`src/rtl/bram_dp_pkg.sv`:
```
// Shared helpers for the dual-port RAM.
// init_word() gives the power-up value of a word. Allocator models can
// reuse it to predict the free-list chain without touching the RTL.
//   i     : word index
//   ofs   : signed link offset (word i points to i+ofs)
//   depth : number of words
//   blank : 1 -> all words are zero, 0 -> circular linked list
package bram_dp_pkg;

  function automatic int init_word(input int i, input int ofs, input int depth,
                                   input bit blank);
    int m;
    if (blank) return 0;
    m = (i + ofs) % depth;
    // SystemVerilog % keeps the sign of the dividend; fold negatives back
    // into range so OFS=-1 wraps word 0 to depth-1.
    if (m < 0) m += depth;
    return m;
  endfunction

endpackage

```
`src/rtl/bram_dp.sv`:
```
// True dual-port synchronous block RAM, single clock, read-first per port.
// Power-up contents come from init_word(): either all zero or a circular
// linked list. This lets a free-list allocator start without an init sweep.
// Ports:
//   clk                 rising-edge clock
//   reset               synchronous active-high; clears doa/dob only
//   ena, wea, addra, dia   port A enable, write enable, address, write data
//   doa                 port A registered read data
//   enb, web, addrb, dib, dob   same for port B
module bram_dp
  import bram_dp_pkg::*;
#(
  parameter int DEPTH = 16,
  parameter int WIDTH = 4,
  parameter int ADDR  = 4,
  parameter int OFS   = 1,
  parameter int BLANK = 0
) (
  input  logic             clk,
  input  logic             reset,
  input  logic             ena,
  input  logic             wea,
  input  logic [ADDR-1:0]  addra,
  input  logic [WIDTH-1:0] dia,
  output logic [WIDTH-1:0] doa,
  input  logic             enb,
  input  logic             web,
  input  logic [ADDR-1:0]  addrb,
  input  logic [WIDTH-1:0] dib,
  output logic [WIDTH-1:0] dob
);

  typedef logic [WIDTH-1:0] mem_t [DEPTH];

  function automatic mem_t preload();
    mem_t m;
    for (int i = 0; i < DEPTH; i++) begin
      m[i] = WIDTH'(init_word(i, OFS, DEPTH, BLANK != 0));
    end
    return m;
  endfunction

  // The contents are set at configuration time and are never touched by reset.
  mem_t mem = preload();

  logic             a_in_range, b_in_range;
  logic             a_wr, b_wr;
  logic [WIDTH-1:0] a_rd, b_rd;
  logic [WIDTH-1:0] doa_d, dob_d;
  logic [WIDTH-1:0] doa_q = '0;
  logic [WIDTH-1:0] dob_q = '0;

  always_comb begin
    a_in_range = 32'(addra) < DEPTH;
    b_in_range = 32'(addrb) < DEPTH;

    // An out-of-range address reads as zero and never indexes the array.
    a_rd = a_in_range ? mem[addra] : '0;
    b_rd = b_in_range ? mem[addrb] : '0;

    b_wr = enb && web && b_in_range;
    // When both ports write one word on the same edge, port B keeps it.
    // Port A's write is squashed here, so the result does not depend on
    // the order of the two assignments below.
    a_wr = ena && wea && a_in_range && !(b_wr && (addra == addrb));

    doa_d = doa_q;
    if (reset)    doa_d = '0;
    else if (ena) doa_d = a_rd;

    dob_d = dob_q;
    if (reset)    dob_d = '0;
    else if (enb) dob_d = b_rd;
  end

  // Write path. Reads above use the pre-edge contents, so both ports are
  // read-first, for their own writes and for writes from the other port.
  always_ff @(posedge clk) begin
    if (a_wr) mem[addra] <= dia;
    if (b_wr) mem[addrb] <= dib;
  end

  always_ff @(posedge clk) begin
    doa_q <= doa_d;
  end

  always_ff @(posedge clk) begin
    dob_q <= dob_d;
  end

  assign doa = doa_q;
  assign dob = dob_q;

endmodule

```
`config.mk`:
```
export PLATFORM = sky130hd
export DESIGN_NAME = bram_dp
export DESIGN_NICKNAME = d
export VERILOG_FILES = /design/src/rtl/bram_dp_pkg.sv /design/src/rtl/bram_dp.sv
export SDC_FILE = /design/constraint.sdc
export NUM_CORES = 1
export LEC_CHECK = 0
export BUFFER_PORTS_ARGS = -buffer_cell sky130_fd_sc_hd__buf_2
export CORE_ASPECT_RATIO = 0.9
export CORE_MARGIN = 3
export CORE_UTILIZATION = 35
export DETAILED_ROUTE_END_ITERATION = 8
export GPL_TIMING_DRIVEN = 0
export SETUP_SLACK_MARGIN = 0.2
export SLEW_MARGIN = 30
export SYNTH_ARGS = -nofsm -noshare
export SYNTH_HDL_FRONTEND = slang
export SYNTH_SLANG_ARGS = --single-unit
```
`constraint.sdc`:
```
create_clock -name clk -period 2.6 [get_ports clk]
set_clock_uncertainty 0.05 [all_clocks]
set_input_delay 0.39 -clock clk [delete_from_list [all_inputs] [get_ports clk]]
set_output_delay 0.39 -clock clk [all_outputs]
set_load 0.02 [all_outputs]
```
==> After elaboration in Yosys (flattened, before gate mapping) <==
Memory sizes are Yosys's and may differ from the RTL's. A register that Yosys moved wholly into a read port is not among the register bits.
Cells that the tools add are included.
{ "totals": {"reg_bits": 0, "ram_bits": 64, "in_bits": 22, "out_inout_bits": 8, "memories": 1} }
{ "classes": {"n_eq_ne": 1, "mux": 4, "n_reduce_logical": 5} }
{ "memory_table": {"columns": ["memory", "depth", "width", "read_ports", "rd_ports_with_merged_regs", "write_ports", "line", "source"], "rows": [
  ["mem", 16, 4, 2, 2, 2, "bram_dp.sv:44", "mem_t mem = preload();"]
]} }
{ "op_table": {"columns": ["cell", "n"], "rows": [
  ["$eq 4x4->1", 1],
  ["$logic_and 1x1->1", 4],
  ["$mux 1", 4],
  ["$logic_not 1->1", 1]
]} }

==> Depth between registers and ports, before layout <==
{ "depth": {"depth_word": 6, "mapped_depth": 7, "depth_no_buf": 4} }

==> Worst setup path before layout <==
No wires, ideal clock.
{ "synth_timing": {"path_kind": "input-to-reg", "from": "input addra[1]", "to": "memory mem[12][0] (netlist bit) (enable)", "t_arrival_ns": 1.759, "slack_ns": 0.412, "stages": 5, "path_cell_list": "buf_6 -> buf_6 -> buf_4 -> or2_2 -> o41ai_1"} }
{ "synth_lines": {"columns": ["item", "line", "source"], "rows": [
  ["start: declaration", "bram_dp.sv:23", "input logic [ADDR-1:0] addra,"],
  ["end: declaration", "bram_dp.sv:44", null]
]} }

==> flow_summary_export.csv <==
group,metric,value,unit
sta,tns,0,ps
grt,via_count_of_the_first_global_routing_pass,3209,
placement,preCtsSetupSlack,21.2,ps
clock_network,cts.hold.buffers_added,0,
floorplanning,core.rowCount,38,
sta,final_period_minus_worst_setup_slack,2230,ps
clock_network,cts_buffer_depth,2,
sta,finalHoldViolations,0,
critical_path,r2r_start,"mem[15][0]",
power,cellPowerDensity,579,nW/um^2
cells_and_area,final.fill_count,1192,
synthesis,synthCells,340,
sta,max_freq,449,MHz
synthesis,yosysSeqAreaShare,46.6,%
synthesis,syn_area_per_cell,13.1,um^2
floorplanning,die-area,14200,um^2
cells_and_area,area_growth_syn_to_layout,14.6,%
cells_and_area,design.final.nets,397,
sta,final.period_utilization,85.6,%
clock_network,insertion_delay,330,ps
clock_network,clkSlewWorstSetupHoldPaths,60,ps
route,wl_per_cell,24.1,um
floorplanning,initial_core_util,36.4,%
clock_network,post_cts.resized_instances,0,
clock_network,root_buffer,"clkbuf_16",
synthesis,synth_top_area_share,43.0,%
synthesis,synth_cell_types,43,
clock_network,cts_buffers,9,
min_path,hp-class,"input pin to flip-flop",
critical_path,critPathLaunchType,"input pin",
synthesis,synth-seq-cells,72,
floorplanning,die_y,113,um
min_path,hold_end,"doa[1]",
critical_path,worstSetupPathType,"input pin to flip-flop",
power,vdd_drop_max,317,uV
placement,place.detailed.instances,524,
floorplanning,ioPinCount,30,
status,status,"finished clean",
placement,hpwl,9870,um
route,drt_iter0_drc,301,
clock_network,tritoncts_clock_tree,"yes",
sta,timing.final.max_slew_violations,0,
sta,rsz0062_at_grt,"false",
clock_network,cts_sinks,72,
route,routed-via-count,3164,
route,antenna_left,0,
sta,setup_viol_count_final,0,
grt,pin_count_of_the_biggest_net_entering_global_routing,15,
cells_and_area,final-seq-area,2080,um^2
placement,port-buffer-count,24,
route,drt_pass1_iterations,6,
synthesis,synth_area_leaders,"edfxtp_1, mux2_2, mux4_2",
floorplanning,die-width,125,um
synthesis,netlist_area_before_placement,4470,um^2
synthesis,synthDominantAreaCellType,"edfxtp_1",
run,maxCapViolCount,0,
critical_path,worst_r2r_endpoint,"doa[0]",
placement,gpl.final_weighted_congestion,0.933,
grt,grt.overflow.total,0,
synthesis,postSynthNetCount,362,
power,power.static_leakage,1.77,nW
cells_and_area,post_layout_nonfiller_instances,540,
sta,worst_pin_slew,898,ps
cells_and_area,multi_input_area,2240,um^2
sta,maxSlewHeadroom,39.4,%
synthesis,synthesis.yosys.warnings,0,
placement,dpl-instance-area,4790,um^2
critical_path,cp-end-kind,"flip-flop",
cells_and_area,finish.instance_area,5120,um^2
critical_path,critPathRequiredTime,2510,ps
grt,grt_pass1_wl,19600,um
grt,global_route.usage.total,18.7,%
critical_path,rr_worst_depth,4,
critical_path,setup.reg_to_reg.worst_slack,760,ps
cells_and_area,count_of_inserted_antenna_diode_cells,0,
clock_network,htree_levels,3,
route,vias_per_cell,5.86,
clock_network,setup_buffers_after_cts,0,
route,totalWireLength,13000,um
floorplanning,core_area,12300,um^2
min_path,hp-start,"reset",
critical_path,timing.critical_path.arrival,2140,ps
cells_and_area,postLayoutCoreUtil,41.8,%
sta,worst_slack,374,ps
cells_and_area,fraction_of_final_layout_cells_sized_beyond_drive_strength_1,39.7,%
route,drcViolationCount,0,
critical_path,crit_path_max_fanout,10,
grt,antenna_found_initial,0,
min_path,hold_path_depth,2,
-- through the flow --
step / hold WS [ps] / total power, mW
final: 384 / 2.96
after global routing: 414 / 3.05
after CTS: 386 / 2.97
after detailed placement: 434 / 1.71
after global placement: 424 / 1.71
after floorplan: 506 / 1.59
-- synth_stat cells, drive strengths merged --
cell      n
edfxtp   64
o32ai     1
mux2     69
nor2b     2
a311oi    3
inv       6
o41ai     8
clkbuf   12
and3b     1
or2       1
xor2      3
nand4     1
o2111ai   2
mux4     18
o21ai     5
nor3     10
nor3b     1
nand4b    2
nand2    15
or4       1
nand2b    6
buf      15
mux2i    28
dfxtp     8
a22oi     3
o31ai     2
nor4      4
o22ai    15
a2111oi   1
nand3b    3
nand3     4
or3b      3
nor2     23
-- placed cells by master (no fill, tap or decap), types with 2 or more instances in the layout --
master       n
a22oi_1      3
a311oi_1     3
buf_1        2
buf_2       31
buf_4        2
buf_6        3
clkbuf_1    12
clkbuf_16    9
clkinvlp_4   2
dfxtp_1      8
edfxtp_1    64
inv_1        6
mux2_2      69
mux2i_1     28
mux4_1       2
mux4_2      16
nand2_1     15
nand2b_1     6
nand3_1      4
nand3b_1     3
nand4b_1     2
nor2_1      22
nor2b_1      2
nor3_1       9
nor4_1       4
o2111ai_2    2
o21ai_0      4
o22ai_1     15
o31ai_1      2
o41ai_1      4
o41ai_2      4
xor2_1       3
-- how the worst max path moves through the flow --
| stage | end | startpoint | cells after the start | slack, ps |
|---|---|---|---|---|
| after floorplan | mem[12][0] | addra[1] | 5 | 410 |
| after global placement | mem[5][0] | addrb[3] | 5 | 60 |
| after detailed placement | mem[1][3] | addrb[3] | 5 | 20 |
| after CTS | mem[1][1] | addrb[3] | 5 | 360 |
| after global routing | mem[8][0] | addra[3] | 4 | 250 |
| final | mem[10][3] | addra[3] | 4 | 370 |
-- power breakdown --
part	internal, mW	switching [mW]	total [mW]	leakage [nW]
Sequential	1.30	0.0219	1.32	0.645
Combinational	0.162	0.219	0.381	0.980
Clock	0.753	0.512	1.26	0.144
-- logic make-up after synthesis --
logic type	share of synthesized area, %
AO/OA/AOI/OAI	6.75
XOR/XNOR	0.588
buffers and inverters	3.89
flip-flops	46.6
multiplexers	32.9
AND/OR/NAND/NOR	9.27
-- layer usage --
layer,track usage (%),part of all wire [%],vias up
met3,4.96,8.7,19
met2,29.3,45,150
li1,-,-,1426
met1,25.7,44,1569
met4,5.27,1.8,0
met5,0,0,-
-- sequential cells by signal, indices dropped and copies added (netlist names) --
| signal | flops |
|---|---|
| dob | 4 |
| mem | 64 |
| doa | 4 |
-- worst max-delay path, stage by stage --
cell and delay (ps):
buf_2 140, buf_1 520, nand2_1 290, o41ai_1 790
-- cell type report --
class	instances	share of cell area (%)
Multi-Input combinational cell	235	43.8
Sequential cell	72	40.6
Clock buffer	9	4.40
Tap cell	160	3.91
Buffer	27	2.96
Timing Repair Buffer	24	2.34
Clock inverter	7	1.54
Inverter	6	0.440
(Power assumes the default switching activity.)
